File: src/rtl/arbiter_core_if.sv
// Request/grant bundle between a set of requesters and arbiter_core.
// The arbiter sits on the slave side; requesters drive the master side.
interface arbiter_core_if #(
  parameter int PORTS = 4
);
  localparam int EW = (PORTS > 1) ? $clog2(PORTS) : 1;

  logic [PORTS-1:0] request;
  logic [PORTS-1:0] acknowledge;
  logic [PORTS-1:0] grant;
  logic             grant_valid;
  logic [EW-1:0]    grant_encoded;

  modport master (
    output request,
    output acknowledge,
    input  grant,
    input  grant_valid,
    input  grant_encoded
  );

  modport slave (
    input  request,
    input  acknowledge,
    output grant,
    output grant_valid,
    output grant_encoded
  );
endinterface

File: src/rtl/arbiter_core.sv
// N-way request arbiter with registered one-hot grant, fixed or round-robin
// selection, and optional grant blocking released by request drop or acknowledge.
module arbiter_core #(
  parameter int PORTS                 = 4,
  parameter int ARB_TYPE_ROUND_ROBIN  = 0,
  parameter int ARB_BLOCK             = 0,
  parameter int ARB_BLOCK_ACK         = 1,
  parameter int ARB_LSB_HIGH_PRIORITY = 0
) (
  input logic           clk,
  input logic           rst,
  arbiter_core_if.slave bus
);
  localparam int EW = (PORTS > 1) ? $clog2(PORTS) : 1;
  localparam logic [PORTS-1:0] ONES = '1;
  localparam logic [PORTS-1:0] ONE  = PORTS'(1);

  logic [PORTS-1:0] grant_q, grant_d;
  logic [PORTS-1:0] mask_q, mask_d;
  logic [PORTS-1:0] masked;
  logic             valid_q, valid_d;
  logic [EW-1:0]    enc_q, enc_d;
  logic             hold;
  int               k;

  function automatic int pick(input logic [PORTS-1:0] v);
    int r;
    r = 0;
    if (ARB_LSB_HIGH_PRIORITY != 0) begin
      for (int i = PORTS - 1; i >= 0; i--) begin
        if (v[i]) r = i;
      end
    end else begin
      for (int i = 0; i < PORTS; i++) begin
        if (v[i]) r = i;
      end
    end
    return r;
  endfunction

  always_comb begin
    grant_d = grant_q;
    valid_d = valid_q;
    enc_d   = enc_q;
    mask_d  = mask_q;
    masked  = bus.request & mask_q;
    hold    = 1'b0;
    k       = 0;

    // Ack-released blocking keeps the grant even after the request drops.
    if (ARB_BLOCK != 0 && ARB_BLOCK_ACK == 0) begin
      hold = |(grant_q & bus.request);
    end else if (ARB_BLOCK != 0) begin
      hold = valid_q && ((grant_q & bus.acknowledge) == '0);
    end

    if (!hold) begin
      if (|bus.request) begin
        if (ARB_TYPE_ROUND_ROBIN != 0 && |masked) begin
          k = pick(masked);
        end else begin
          k = pick(bus.request);
        end
        grant_d = ONE << k;
        valid_d = 1'b1;
        enc_d   = EW'(k);
        if (ARB_LSB_HIGH_PRIORITY != 0) begin
          mask_d = ONES << (k + 1);
        end else begin
          mask_d = ONES >> (PORTS - k);
        end
      end else begin
        grant_d = '0;
        valid_d = 1'b0;
        enc_d   = '0;
      end
    end
  end

  always_ff @(posedge clk or posedge rst) begin
    if (rst) begin
      grant_q <= '0;
      valid_q <= 1'b0;
      enc_q   <= '0;
      mask_q  <= '0;
    end else begin
      grant_q <= grant_d;
      valid_q <= valid_d;
      enc_q   <= enc_d;
      mask_q  <= mask_d;
    end
  end

  assign bus.grant         = grant_q;
  assign bus.grant_valid   = valid_q;
  assign bus.grant_encoded = enc_q;

  a_onehot: assert property (@(posedge clk) disable iff (rst) $onehot0(grant_q));
  a_valid:  assert property (@(posedge clk) disable iff (rst) valid_q == (|grant_q));
endmodule

File: src/flat_wrapper.sv
// flat-port wrapper written by rule: the top's interface ports become plain ports
module arbiter_core_flat 
#(
  parameter int PORTS                 = 4,
  parameter int ARB_TYPE_ROUND_ROBIN  = 0,
  parameter int ARB_BLOCK             = 0,
  parameter int ARB_BLOCK_ACK         = 1,
  parameter int ARB_LSB_HIGH_PRIORITY = 0
)
  (clk, rst, bus_request, bus_acknowledge, bus_grant, bus_grant_valid, bus_grant_encoded);
  arbiter_core_if #(.PORTS(PORTS)) bus_i ();
  input logic clk;
  input logic rst;
  input wire logic [$bits(bus_i.request)-1:0] bus_request;
  input wire logic [$bits(bus_i.acknowledge)-1:0] bus_acknowledge;
  output wire logic [$bits(bus_i.grant)-1:0] bus_grant;
  output wire logic [$bits(bus_i.grant_valid)-1:0] bus_grant_valid;
  output wire logic [$bits(bus_i.grant_encoded)-1:0] bus_grant_encoded;
  assign bus_i.request = bus_request;
  assign bus_i.acknowledge = bus_acknowledge;
  assign bus_grant = bus_i.grant;
  assign bus_grant_valid = bus_i.grant_valid;
  assign bus_grant_encoded = bus_i.grant_encoded;
  arbiter_core #(.PORTS(PORTS), .ARB_TYPE_ROUND_ROBIN(ARB_TYPE_ROUND_ROBIN), .ARB_BLOCK(ARB_BLOCK), .ARB_BLOCK_ACK(ARB_BLOCK_ACK), .ARB_LSB_HIGH_PRIORITY(ARB_LSB_HIGH_PRIORITY)) u_core (.clk(clk), .rst(rst), .bus(bus_i));
endmodule
File: config.mk
export PLATFORM = sky130hd
export DESIGN_NAME = arbiter_core_flat
export DESIGN_NICKNAME = d
export VERILOG_FILES = /design/src/rtl/arbiter_core_if.sv /design/src/rtl/arbiter_core.sv /design/src/flat_wrapper.sv
export SDC_FILE = /design/constraint.sdc
export NUM_CORES = 1
export LEC_CHECK = 0
export BUFFER_PORTS_ARGS = -buffer_cell sky130_fd_sc_hd__buf_2
export CAP_MARGIN = 15
export CELL_PAD_IN_SITES_DETAIL_PLACEMENT = 1
export CELL_PAD_IN_SITES_GLOBAL_PLACEMENT = 2
export CORE_AREA = 2 2 39 41
export CTS_CLUSTER_SIZE = 30
export DETAILED_ROUTE_END_ITERATION = 12
export DIE_AREA = 0 0 41 43
export GPL_TIMING_DRIVEN = 0
export PLACE_DENSITY = 0.72
export SYNTH_ARGS = -nofsm -noshare
export SYNTH_HDL_FRONTEND = slang
export SYNTH_SLANG_ARGS = --single-unit
File: constraint.sdc
create_clock -name clk -period 0.8 [get_ports clk]
set_clock_uncertainty 0.2 [all_clocks]
set_input_delay 0.08 -clock clk [delete_from_list [all_inputs] [get_ports clk]]
set_output_delay 0.08 -clock clk [all_outputs]
set_load 0.02 [all_outputs]
==> flow_summary.json <==
{
  "crit_chain": "buf_6",
  "fin_area_um2": 402,
  "ant_nets": 0,
  "io_buffers": 12,
  "crit_buf_inv": 1,
  "utilization_pct": 29.0,
  "clock_tree.buffer_depth": 2,
  "synth_edf_count": 0,
  "first_iter_violations": 0,
  "syn-cell-area_um2": 229,
  "slew_violations": 0,
  "fin_hold_ws_ps": -214,
  "cts_setup_buffers": 0,
  "internal_power_uw": 617,
  "start_util_pct": 16.5,
  "core_area_mm2": 0.00138,
  "tightest_slew_ps": 247,
  "cap_violations": 0,
  "routed_via_density": 3.38,
  "htreeDepth": 1,
  "fill_cells": 163,
  "synthTopCellsByCount": "dfrtp_1 (7), inv_1 (3), nor2_1 (2)",
  "syn_inst": 17,
  "drc_errors": 0,
  "clock_sinks": 7,
  "gp_congestion": 0.622,
  "synth_top_cell_by_area": "dfrtp_1",
  "p_clk_share_pct": 38.7,
  "grt_max_degree": 8,
  "cp_top_family": "flip-flops",
  "dpl_cell_area_um2": 309,
  "arrival_ps": 750,
  "crit_fanout": 1,
  "setup_viol": 7,
  "std_cell_rows": 14,
  "critPathKind": "flop to output pin",
  "first_pass_iters": 1,
  "synth.yosys.seq_area_share_pct": 76.5,
  "power.total_uw": 786,
  "place_ws_ps": -271,
  "power_density_mw_per_mm2": 1960,
  "diodes": 0,
  "overflow": 0,
  "vdd_ir_drop_max_mv": 0.335,
  "cts_made_buffers": 3,
  "fin_nets": 45,
  "die_x_um": 41,
  "min_path_type": "input pin to flop",
  "leakage_nw": 0.199,
  "synthTopCellsByArea": "dfrtp_1 (77%), inv_1 (4.9%), a21o_2 (3.8%)",
  "routed_wl_um": 401,
  "grtUsageTotal_pct": 6.87,
  "yosysTopAreaCellShare_pct": 76.5,
  "rsz0062_at_grt": "true",
  "die_area_mm2": 0.00176,
  "vias": 169,
  "cpMaxStageDelayCell": "dfrtp_1",
  "cts-root-buf": "clkbuf_4",
  "synth-seq-cells": 7,
  "avgRoutedWirePerCell_um": 8.02,
  "setup_slack_ps": -228,
  "synth_most_common_cell": "dfrtp_1",
  "synth_ff_type": "dfrtp_1",
  "yosys_warnings": 0,
  "violations": "negative hold slack, negative setup slack",
  "worstPathRequired_ps": 520,
  "tritoncts": "built",
  "drive_gt1_share_pct": 50.0,
  "avgSynthCellArea_um2": 13.5,
  "finalCritPeriodShare_pct": 129,
  "synth_cell_type_count": 8,
  "p_sw_share_pct": 21.5,
  "die_h_um": 43,
  "pwr-share-comb_pct": 13.3,
  "async_flop_share_pct": 100,
  "syn2layout_area_growth_pct": 75.4,
  "fmax_ghz": 0.973,
  "relSlewSlack_pct": 83.5,
  "antenna_found_initial": 0,
  "seq_power_share_pct": 48.0,
  "synth_nets": 27,
  "hold_violations": 7,
  "slowest_delay_ps": 370,
  "grt_pass1_wl_um": 648,
  "p_switching_uw": 169,
  "grt_pass1_vias": 160,
  "clk_pin_slew_ps": 50,
  "io_pins": 17,
  "critPathLaunchType": "flop",
  "cp-end-kind": "output pin",
  "holdBufCountCts": 1,
  "status": "complete, but fails checks",
  "period_needed_ps": 1030
}
-- registers in the layout (all words and copies together), names as in the netlist --
name                      cells
u_core.bus.grant_valid        1
u_core.bus.grant_encoded      2
u_core.bus.grant              4
-- routing by layer --
layer | vias to the layer above | global-route usage [%] | part of all wire, %
met5 | - | 0 | 0
met4 | 0 | 10.0 | 4.2
met3 | 2 | 6.81 | 20
met2 | 15 | 6.88 | 38
met1 | 68 | 5.90 | 37
li1 | 84 | - | -
-- power by group through the flow --
stage	clock network, mW	registers (mW)	logic [mW]
after floorplan	0	0.400	0.0214
final	0.304	0.377	0.104
after global routing	0.352	0.377	0.116
after CTS	0.320	0.377	0.106
after global placement	0	0.379	0.0779
after detailed placement	0	0.379	0.0783
-- metrics by stage --
step                      hold WS [ps]  setup TNS, ps  instances
after floorplan                   -317           -138         17
after global routing              -222          -1770         50
final                             -214          -1530         50
after CTS                         -219          -1620         50
after detailed placement          -192           -386         45
after global placement            -198           -399         45
-- cell families after synthesis --
| family | synth area share [%] |
|---|---|
| flip-flops | 76.5 |
| AND/OR/NAND/NOR | 13.1 |
| buffers and inverters | 6.56 |
| AO/OA/AOI/OAI | 3.83 |
-- layout by cell type (no fill, tap or decap) --
| master | synthesis | final |
|---|---|---|
| a21o_2 | 1 | 1 |
| buf_2 | 0 | 3 |
| buf_6 | 0 | 9 |
| clkbuf_1 | 1 | 2 |
| clkbuf_4 | 0 | 3 |
| dfrtp_1 | 7 | 7 |
| dlygate4sd3_1 | 0 | 1 |
| inv_1 | 3 | 3 |
| nor2_1 | 2 | 2 |
| nor3b_1 | 1 | 1 |
| or2_4 | 1 | 1 |
| or3_1 | 1 | 1 |
-- layout make-up --
cell class,instances,area (um^2),share of cell area (%)
timing repair buffer,13,126,31.5
buffer,1,3.75,0.935
inverter,3,11.3,2.80
sequential,7,175,43.6
tap,16,20.0,4.98
clock buffer,4,26.3,6.54
multi-input combinational,6,38.8,9.66
-- repair_timing --
action | CTS | global route
resized for setup | 17 | 0
endpoints found under the hold margin | 14 | 7
pin swaps | 0 | 0
setup endpoints to repair | 8 | 7
gates cloned | 0 | 0
-- final timing paths --
| check | endpoint | startpoint | slack (ps) | cells after the start |
|---|---|---|---|---|
| worst max-delay path | bus_grant[1] | u_core.bus.grant[1] | -230 | 1 |
| worst min-delay path | u_core.bus.grant[2] | bus_request[3] | -210 | 2 |
| max in group asynchronous | u_core.bus.grant[2] | rst | 100 | 3 |
| min in group asynchronous | u_core.bus.grant_valid | rst | 100 | 3 |
(Power assumes the default switching activity.)
